===== src/rtl/ram_port_arbiter_pkg.sv =====
// Shared types and constants for the RAM A-port arbiter.
package ram_port_arbiter_pkg;

  localparam int unsigned XLEN     = 32;
  localparam int unsigned STREAK_W = 4;

  // Reported owner of the RAM port.
  typedef enum logic [1:0] {
    OWN_NONE = 2'd0,
    OWN_CPU  = 2'd1,
    OWN_DMA  = 2'd2
  } owner_e;

  typedef enum logic [1:0] {
    ST_IDLE     = 2'd0,
    ST_BUSY_CPU = 2'd1,
    ST_BUSY_DMA = 2'd2
  } state_e;

  // Request payload carried alongside mem_req.
  typedef struct packed {
    logic            we;
    logic [XLEN-1:0] addr;
    logic [XLEN-1:0] wdata;
  } mem_req_t;

endpackage


===== src/rtl/ram_port_arbiter_if.sv =====
// Memory request/response bundle.
//   master: drives req/we/addr/wdata, receives rdata/ready.
//   slave : receives req/we/addr/wdata, drives rdata/ready.
interface ram_port_arbiter_if;
  import ram_port_arbiter_pkg::*;

  logic            mem_req;
  logic            mem_we;
  logic [XLEN-1:0] mem_addr;
  logic [XLEN-1:0] mem_wdata;
  logic [XLEN-1:0] mem_rdata;
  logic            mem_ready;

  modport master (
    output mem_req, mem_we, mem_addr, mem_wdata,
    input  mem_rdata, mem_ready
  );

  modport slave (
    input  mem_req, mem_we, mem_addr, mem_wdata,
    output mem_rdata, mem_ready
  );
endinterface


===== src/rtl/ram_port_arbiter.sv =====
// Shares the BRAM A-port between the CPU data path and the DMA memory master.
// Fixed CPU priority with a bounded CPU streak so a waiting DMA always gets in.
// Uncontended accesses pass straight through; the grant is held until ready.
// Ports:
//   clk, rst     : clock, synchronous active-high reset
//   cpu, dma     : slave bundles from the two masters
//   ram          : master bundle to the BRAM A-port
//   arb_owner    : 0 none, 1 CPU, 2 DMA (live selection in IDLE, latched when busy)
//   dma_starved  : one-cycle pulse when DMA wins only because of the streak limit
module ram_port_arbiter
  import ram_port_arbiter_pkg::*;
#(
  parameter int unsigned MAX_CPU_STREAK = 4  // legal range 1..15
) (
  input  logic                clk,
  input  logic                rst,
  ram_port_arbiter_if.slave   cpu,
  ram_port_arbiter_if.slave   dma,
  ram_port_arbiter_if.master  ram,
  output logic [1:0]          arb_owner,
  output logic                dma_starved
);

  localparam logic [STREAK_W-1:0] STREAK_MAX = STREAK_W'(MAX_CPU_STREAK);

  state_e              state, state_nx;
  logic [STREAK_W-1:0] streak, streak_nx;
  owner_e              owner_c;
  logic                starved_c;
  logic                own_req_c;
  mem_req_t            own_bus_c;
  logic                done_c;

  // Owner selection: latched when busy, live priority decision when idle.
  always_comb begin
    owner_c   = OWN_NONE;
    starved_c = 1'b0;
    case (state)
      ST_BUSY_CPU: owner_c = OWN_CPU;
      ST_BUSY_DMA: owner_c = OWN_DMA;
      default: begin
        if (cpu.mem_req && dma.mem_req) begin
          if (streak == STREAK_MAX) begin
            owner_c   = OWN_DMA;
            starved_c = 1'b1;
          end else begin
            owner_c = OWN_CPU;
          end
        end else if (cpu.mem_req) begin
          owner_c = OWN_CPU;
        end else if (dma.mem_req) begin
          owner_c = OWN_DMA;
        end
      end
    endcase
  end

  // Owner's request bundle; the non-owner is never forwarded.
  always_comb begin
    own_req_c = 1'b0;
    own_bus_c = '0;
    case (owner_c)
      OWN_CPU: begin
        own_req_c = cpu.mem_req;
        own_bus_c = '{we: cpu.mem_we, addr: cpu.mem_addr, wdata: cpu.mem_wdata};
      end
      OWN_DMA: begin
        own_req_c = dma.mem_req;
        own_bus_c = '{we: dma.mem_we, addr: dma.mem_addr, wdata: dma.mem_wdata};
      end
      default: ;
    endcase
  end

  assign done_c = own_req_c && ram.mem_ready;

  // Next state and streak counter.
  always_comb begin
    state_nx  = state;
    streak_nx = streak;
    case (state)
      ST_IDLE: begin
        if (own_req_c && !ram.mem_ready)
          state_nx = (owner_c == OWN_CPU) ? ST_BUSY_CPU : ST_BUSY_DMA;
      end
      default: begin
        // Completion, or owner abandoned its request.
        if (!own_req_c || ram.mem_ready)
          state_nx = ST_IDLE;
      end
    endcase

    if (!dma.mem_req || (done_c && owner_c == OWN_DMA))
      streak_nx = '0;
    else if (done_c && owner_c == OWN_CPU && streak != STREAK_MAX)
      streak_nx = streak + STREAK_W'(1);
  end

  always_ff @(posedge clk) begin
    if (rst) begin
      state  <= ST_IDLE;
      streak <= '0;
    end else begin
      state  <= state_nx;
      streak <= streak_nx;
    end
  end

  // Pass-through outputs, forced quiet while reset is held.
  always_comb begin
    ram.mem_req   = 1'b0;
    ram.mem_we    = 1'b0;
    ram.mem_addr  = '0;
    ram.mem_wdata = '0;
    cpu.mem_ready = 1'b0;
    cpu.mem_rdata = '0;
    dma.mem_ready = 1'b0;
    dma.mem_rdata = '0;
    arb_owner     = OWN_NONE;
    dma_starved   = 1'b0;
    if (!rst) begin
      ram.mem_req   = own_req_c;
      ram.mem_we    = own_bus_c.we && own_req_c;
      ram.mem_addr  = own_bus_c.addr;
      ram.mem_wdata = own_bus_c.wdata;
      cpu.mem_ready = (owner_c == OWN_CPU) && cpu.mem_req && ram.mem_ready;
      cpu.mem_rdata = (owner_c == OWN_CPU) ? ram.mem_rdata : '0;
      dma.mem_ready = (owner_c == OWN_DMA) && dma.mem_req && ram.mem_ready;
      dma.mem_rdata = (owner_c == OWN_DMA) ? ram.mem_rdata : '0;
      arb_owner     = owner_c;
      dma_starved   = starved_c;
    end
  end

endmodule


===== src/flat_wrapper.sv =====
// flat-port wrapper written by rule: the top's interface ports become plain ports
module ram_port_arbiter_flat import ram_port_arbiter_pkg::*;
#(
  parameter int unsigned MAX_CPU_STREAK = 4                      
)
  (clk, rst, arb_owner, dma_starved, cpu_mem_req, cpu_mem_we, cpu_mem_addr, cpu_mem_wdata, cpu_mem_rdata, cpu_mem_ready, dma_mem_req, dma_mem_we, dma_mem_addr, dma_mem_wdata, dma_mem_rdata, dma_mem_ready, ram_mem_req, ram_mem_we, ram_mem_addr, ram_mem_wdata, ram_mem_rdata, ram_mem_ready);
  ram_port_arbiter_if cpu_i ();
  ram_port_arbiter_if dma_i ();
  ram_port_arbiter_if ram_i ();
  input  logic clk;
  input  logic rst;
  output logic [1:0] arb_owner;
  output logic dma_starved;
  input wire logic [$bits(cpu_i.mem_req)-1:0] cpu_mem_req;
  input wire logic [$bits(cpu_i.mem_we)-1:0] cpu_mem_we;
  input wire logic [$bits(cpu_i.mem_addr)-1:0] cpu_mem_addr;
  input wire logic [$bits(cpu_i.mem_wdata)-1:0] cpu_mem_wdata;
  output wire logic [$bits(cpu_i.mem_rdata)-1:0] cpu_mem_rdata;
  output wire logic [$bits(cpu_i.mem_ready)-1:0] cpu_mem_ready;
  input wire logic [$bits(dma_i.mem_req)-1:0] dma_mem_req;
  input wire logic [$bits(dma_i.mem_we)-1:0] dma_mem_we;
  input wire logic [$bits(dma_i.mem_addr)-1:0] dma_mem_addr;
  input wire logic [$bits(dma_i.mem_wdata)-1:0] dma_mem_wdata;
  output wire logic [$bits(dma_i.mem_rdata)-1:0] dma_mem_rdata;
  output wire logic [$bits(dma_i.mem_ready)-1:0] dma_mem_ready;
  output wire logic [$bits(ram_i.mem_req)-1:0] ram_mem_req;
  output wire logic [$bits(ram_i.mem_we)-1:0] ram_mem_we;
  output wire logic [$bits(ram_i.mem_addr)-1:0] ram_mem_addr;
  output wire logic [$bits(ram_i.mem_wdata)-1:0] ram_mem_wdata;
  input wire logic [$bits(ram_i.mem_rdata)-1:0] ram_mem_rdata;
  input wire logic [$bits(ram_i.mem_ready)-1:0] ram_mem_ready;
  assign cpu_i.mem_req = cpu_mem_req;
  assign cpu_i.mem_we = cpu_mem_we;
  assign cpu_i.mem_addr = cpu_mem_addr;
  assign cpu_i.mem_wdata = cpu_mem_wdata;
  assign cpu_mem_rdata = cpu_i.mem_rdata;
  assign cpu_mem_ready = cpu_i.mem_ready;
  assign dma_i.mem_req = dma_mem_req;
  assign dma_i.mem_we = dma_mem_we;
  assign dma_i.mem_addr = dma_mem_addr;
  assign dma_i.mem_wdata = dma_mem_wdata;
  assign dma_mem_rdata = dma_i.mem_rdata;
  assign dma_mem_ready = dma_i.mem_ready;
  assign ram_mem_req = ram_i.mem_req;
  assign ram_mem_we = ram_i.mem_we;
  assign ram_mem_addr = ram_i.mem_addr;
  assign ram_mem_wdata = ram_i.mem_wdata;
  assign ram_i.mem_rdata = ram_mem_rdata;
  assign ram_i.mem_ready = ram_mem_ready;
  ram_port_arbiter #(.MAX_CPU_STREAK(MAX_CPU_STREAK)) u_core (.clk(clk), .rst(rst), .cpu(cpu_i), .dma(dma_i), .ram(ram_i), .arb_owner(arb_owner), .dma_starved(dma_starved));
endmodule

===== config.mk =====
export PLATFORM = sky130hd
export DESIGN_NAME = ram_port_arbiter_flat
export DESIGN_NICKNAME = d
export VERILOG_FILES = /design/src/rtl/ram_port_arbiter_pkg.sv /design/src/rtl/ram_port_arbiter_if.sv /design/src/rtl/ram_port_arbiter.sv /design/src/flat_wrapper.sv
export SDC_FILE = /design/constraint.sdc
export NUM_CORES = 1
export LEC_CHECK = 0
export CAP_MARGIN = 20
export CORE_AREA = 2 2 116 118
export CTS_CLUSTER_DIAMETER = 200
export DETAILED_ROUTE_END_ITERATION = 8
export DIE_AREA = 0 0 118 120
export DONT_BUFFER_PORTS = 1
export PLACE_DENSITY = 0.38
export SETUP_SLACK_MARGIN = 0.05
export SYNTH_ARGS = -nofsm -noshare
export SYNTH_HDL_FRONTEND = slang
export SYNTH_SLANG_ARGS = --single-unit
export TNS_END_PERCENT = 100

===== constraint.sdc =====
create_clock -name clk -period 2.6 [get_ports clk]
set_input_delay 0.39 -clock clk [delete_from_list [all_inputs] [get_ports clk]]
set_output_delay 0.39 -clock clk [all_outputs]
set_load 0.05 [all_outputs]

Word-level counts from Yosys, hierarchy flattened
Index checks and enable logic that the tools add are counted.
- flip-flop bits (word level): 6
- word-level logic and storage cells: 57
- latch bits: 0
- input port bits: 167
- bits in writable memories: 0
- memory bits (read-only): 0
- memories: 0
- $lt $le $gt $ge: 0
- multiply operators: 0
- bitwise operators: 0
- add/sub/neg operators: 1
- multiplexer cells: 26
- reduce and logical (&&, ||, !) cells: 21
- eq/ne operators: 7
- divide/modulo/power cells: 0
- shifts and indexed selects: 0
- operators with widths (kind ; count):
    $mux 32 ; 6
    $pmux 65 s2 ; 1
    $mux 2 ; 9
    $logic_and 1x1->1 ; 11
    $mux 1 ; 8
    $add 4x1->4 const B ; 1
    $eq 2x1->1 const B ; 2
    $eq 2x2->1 const B ; 2
    $eq 4x3->1 const B ; 1
    $ne 4x3->1 const B ; 1
    $pmux 2 s2 ; 1
    $reduce_or 2->1 ; 2
    $logic_not 1->1 ; 3
    $logic_not 2->1 ; 1
    $logic_or 1x1->1 ; 2
    $ne 2x1->1 const B ; 1
    $pmux 1 s2 ; 1
    $reduce_and 2->1 ; 1
    $reduce_bool 2->1 ; 1

Longest topological paths before layout
- depth in word-level cells: 10
- depth in mapped cells: 11
- gate-level depth less buffers: 9

Worst setup path before layout
Ideal clock, no wire load.
- kind: register -> output
- from: register u_core.streak[0]
- to: output ram_mem_we
- data required time: 2.210 ns
- setup slack: -0.708 ns
- arrival time: 2.918 ns
- cell stages (with the launch flop): 10
- cell sequence: dfxtp_1 -> inv_1 -> ha_1 -> and3b_4 -> o211ai_1 -> nand2_1 -> ha_1 -> or2_1 -> buf_2 -> nor3_1
- word-level cells in the longest chain between the ends: 8
- RTL lines (what ; RTL line ; source):
    start: declaration ; ram_port_arbiter.sv:27 ; logic [STREAK_W-1:0] streak, streak_nx;
    start signal: assignment ; ram_port_arbiter.sv:105 ; streak <= streak_nx;
    $eq 4x3->1 * ; ram_port_arbiter.sv:43 ; if (streak == STREAK_MAX) begin
    $mux 2 * ; ram_port_arbiter.sv:43 ;
    $mux 2 * ; ram_port_arbiter.sv:42 ; if (cpu.mem_req && dma.mem_req) begin
    $pmux 2 s2 * ; ram_port_arbiter.sv:38 ; case (state)
    $eq 2x2->1 / $eq 2x1->1 (equally long branches) ; ram_port_arbiter.sv:62 ; case (owner_c)
    $pmux 65 s2 / $pmux 1 s2 (equally long branches) ; ram_port_arbiter.sv:62 ;
    $logic_and 1x1->1 * ; ram_port_arbiter.sv:123 ; ram.mem_we = own_bus_c.we && own_req_c;
    $mux 1 * ; ram_port_arbiter.sv:121 ; if (!rst) begin
    end: declaration ; flat_wrapper.sv:27 ; output wire logic [$bits(ram_i.mem_we)-1:0] ram_mem_we;
Every way passes the cells marked *; elsewhere a longest branch is shown, timed or not.

Final worst setup path
- from: register u_core.streak[0]
- to: output ram_mem_wdata[17]
- word-level cells in the longest chain between the ends: 7
- RTL lines (what ; RTL line ; source):
    $eq 4x3->1 * ; ram_port_arbiter.sv:43 ;
    $mux 2 * ; ram_port_arbiter.sv:43 ;
    $mux 2 * ; ram_port_arbiter.sv:42 ;
    $pmux 2 s2 * ; ram_port_arbiter.sv:38 ;
    $eq 2x2->1 / $eq 2x1->1 (equally long branches) ; ram_port_arbiter.sv:62 ;
    $pmux 65 s2 * ; ram_port_arbiter.sv:62 ;
    $mux 32 * ; ram_port_arbiter.sv:121 ;
    end: declaration ; flat_wrapper.sv:29 ; output wire logic [$bits(ram_i.mem_wdata)-1:0] ram_mem_wdata;
Marked as above.

==> metrics <==
run status complete, but fails checks; failing checks setup timing; TritonCTS Buffers 3; Clock Sink Count 6; Synth warnings 0; DRC 0; Final Setup Violations 100; crit path DAT 2380 ps; Final min period about 2800 ps; Hold Crit Class primary input to flop; share of the synthesized area in the top cell type between 20 and 30%; pin count of the biggest net entering global routing 56; Final Max Slew Viols 0; drt initial violations 82; Hold Path Sink u_core.state[0]; ranking of synthesized cells by area a22oi_1 (26%), and2_1 (21%), nor2_1 (13%), dfxtp_1 (6.2%), ha_1 (4.5%); Site Rows 42; Max VDD drop about 0.13 mV; fraction of layout cells with a size suffix above 1 75.1%; H-tree levels 1; Initial Util between 10% and 20%; relative slew slack 76.8%; CTS tree built; register area share after synthesis 6.21%; clk buf depth 2; Synth Net Count around 470; initial antenna violation count 1; Max FO, Critical Path 7; Highest Clock Rate 0.361 GHz; Placer Congestion 0.795; final core occ roughly 39%; Ports about 300; # fillers roughly 1200; Setup crit end kind primary output; clk root buf clkbuf_16; worst slew pin tran 348 ps; P_leak about 1.8 nW; WS Path Type flop to primary output; Placed Instances roughly 550; CP Launch Type flop; R2R Path End u_core.state[1]; HPWL Detailed 8330 um; worst hold slack 300 ps; Routed WL per cell around 19 um; total global routing overflow 0; Worst-path clk slew 40 ps; final std cells w/o fill a little under 600; cells on worst reg2reg path 13; Hold Buf Count CTS 0; Syn Area/Cell roughly 6.5 um^2; number of global-route vias before repair between 2000 and 3000; mapped cell area between 1500 and 2000 um^2; die area around 14000 um^2; die height ~120 um; Distinct cells, synth 36; CP required between 2000 and 2500 ps; MaxCap Viol Count 0; placed cell area around 4500 um^2; worst clock skew 0.683 ps; design area 5120 um^2; worst skew pair latency between 200 and 250 ps; total wire length roughly 11000 um; cell area power density 305 nW/um^2; worst reg-to-reg setup slack ~80 ps; DRT Pass-1 Iters 4; min setup slack post-route -173 ps; #FFs+latches synth 6; Total GRT Usage ~14%; Yosys top cell by area a22oi_1; Cells after Synth around 300; ANT nets after route 0; Reg2Reg Launch Point u_core.streak[0]; Layout area overhead 165%; crit share post-route 107%; final hold viol count 0; worst hold start rst; worst hold stages 1; Horiz. Die Dim between 100 and 150 um; RSZ-0062 raised after global routing true; Layout Nets approximately 580; first-pass GRT wire length roughly 15000 um; Core ar. 13000 um^2; Port Buf Inserts 0; Tot Pwr roughly 1.6 mW; via count roughly 2800; via/cell ratio about 4.7
-- critical path, cell delays in order, from the launching register on --
cell and delay, ps:
dfxtp_2 320, inv_2 50, ha_4 150, and3b_4 180, o211ai_1 240, nand2_1 150
ha_4 240, or2_4 260, buf_12 160, buf_12 140, nor2_4 110, buf_12 140
-- area by class of cell --
class | count | area, um^2 | share of cell area [%]
clock buffers | 3 | 75.1 | 1.47
multi-input cells | 256 | 2410 | 47.1
repair buffers | 133 | 2260 | 44.1
well taps | 176 | 220 | 4.30
inverters | 7 | 26.3 | 0.514
diodes | 1 | 2.50 | 0.0489
flip-flops and latches | 6 | 125 | 2.45
-- worst max-delay path by stage --
| stage | from | end | slack [ps] | cells after the start |
|---|---|---|---|---|
| 6_report | u_core.streak[0] | ram_mem_wdata[17] | -170 | 11 |
| 2_1_floorplan | u_core.streak[1] | ram_mem_we | 20 | 10 |
| 3_3_place_gp | u_core.state[0] | ram_mem_wdata[8] | 7 | 11 |
| 4_1_cts | u_core.streak[0] | ram_mem_wdata[17] | -190 | 11 |
| 3_5_place_dp | u_core.streak[0] | ram_mem_wdata[8] | -20 | 11 |
| 5_1_grt | u_core.streak[0] | ram_mem_addr[11] | -260 | 11 |
-- kinds of logic after synthesis --
logic type | after synthesis | share of synthesized area, %
AOI/OAI and AO/OA | 75 | 29.8
muxes | 4 | 2.07
buffers and inverters | 38 | 9.90
adders and majority gates | 7 | 4.53
DFF | 6 | 6.21
and+or+nand+nor | 169 | 47.5
-- through the flow --
step | setup TNS [ps] | setup WS, ps
2_1_floorplan | 0 | 20.0
3_3_place_gp | 0 | 6.71
3_5_place_dp | -80.8 | -16.1
4_1_cts | -13830 | -187
5_1_grt | -21110 | -259
6_report | -12150 | -173
-- cell usage after synthesis --
cell      instances
and3b_4           1
nand3b_1          1
dfxtp_1           6
nand2b_1          1
a22o_4            1
and4b_1           1
and4_2            1
nand3b_2          2
a21oi_1           1
nor3b_1           2
o311ai_1          2
and3_1            1
ha_1              7
and2_1           66
mux2i_1           4
nand3_1          10
nor4b_4           1
nand2_1           6
a211o_1           2
buf_4             2
nor2_1           68
inv_1             7
a22oi_1          66
clkbuf_8          1
nor3_1            2
and2b_1           2
buf_2            13
o211ai_1          1
or2_1             1
nor2b_4           1
buf_6             2
a21oi_2           1
nor3_2            1
nand4b_1          1
a31oi_1           1
clkbuf_1         13
-- cell usage in the layout, fill, tap and decap left out, types with 2 or more instances in the layout --
cell / Yosys / routed
nor3b_1: 2 / 2
nor2_4: 0 / 65
nor2_1: 68 / 3
dfxtp_2: 0 / 4
and2_4: 0 / 66
clkbuf_16: 0 / 5
buf_4: 2 / 30
ha_4: 0 / 4
a22oi_2: 0 / 5
ha_1: 7 / 2
a22oi_1: 66 / 61
nand2_1: 6 / 6
mux2i_1: 4 / 4
inv_2: 0 / 6
nand3b_2: 2 / 2
buf_12: 0 / 92
a211o_1: 2 / 2
nand3_1: 10 / 10
dfxtp_1: 6 / 2
nor2b_4: 1 / 2
buf_6: 2 / 7
-- power breakdown --
group	total (mW)	internal [mW]	switching, mW	leakage, nW
Sequential	0.0951	0.0942	0.000900	0.0504
Clock	0.254	0.198	0.0564	0.0370
Combinational	1.21	0.526	0.683	1.74
-- flip-flops by register name (all words and copies together) (netlist names) --
| signal | flops |
|---|---|
| u_core.state | 2 |
| u_core.streak | 4 |
-- metal layers --
layer,GRT usage [%],part of all wire (%)
met1,14.1,34
met2,28.7,58
met3,2.09,7.2
met4,2.41,0.51
met5,0,0
-- repair_timing --
action	4_1_cts	5_1_grt
resized for setup	91	12
gates cloned	4	2
setup endpoints to repair	132	133
setup buffers	17	7
pin swaps	45	37
No activity file was read; power rests on OpenSTA's default activity.
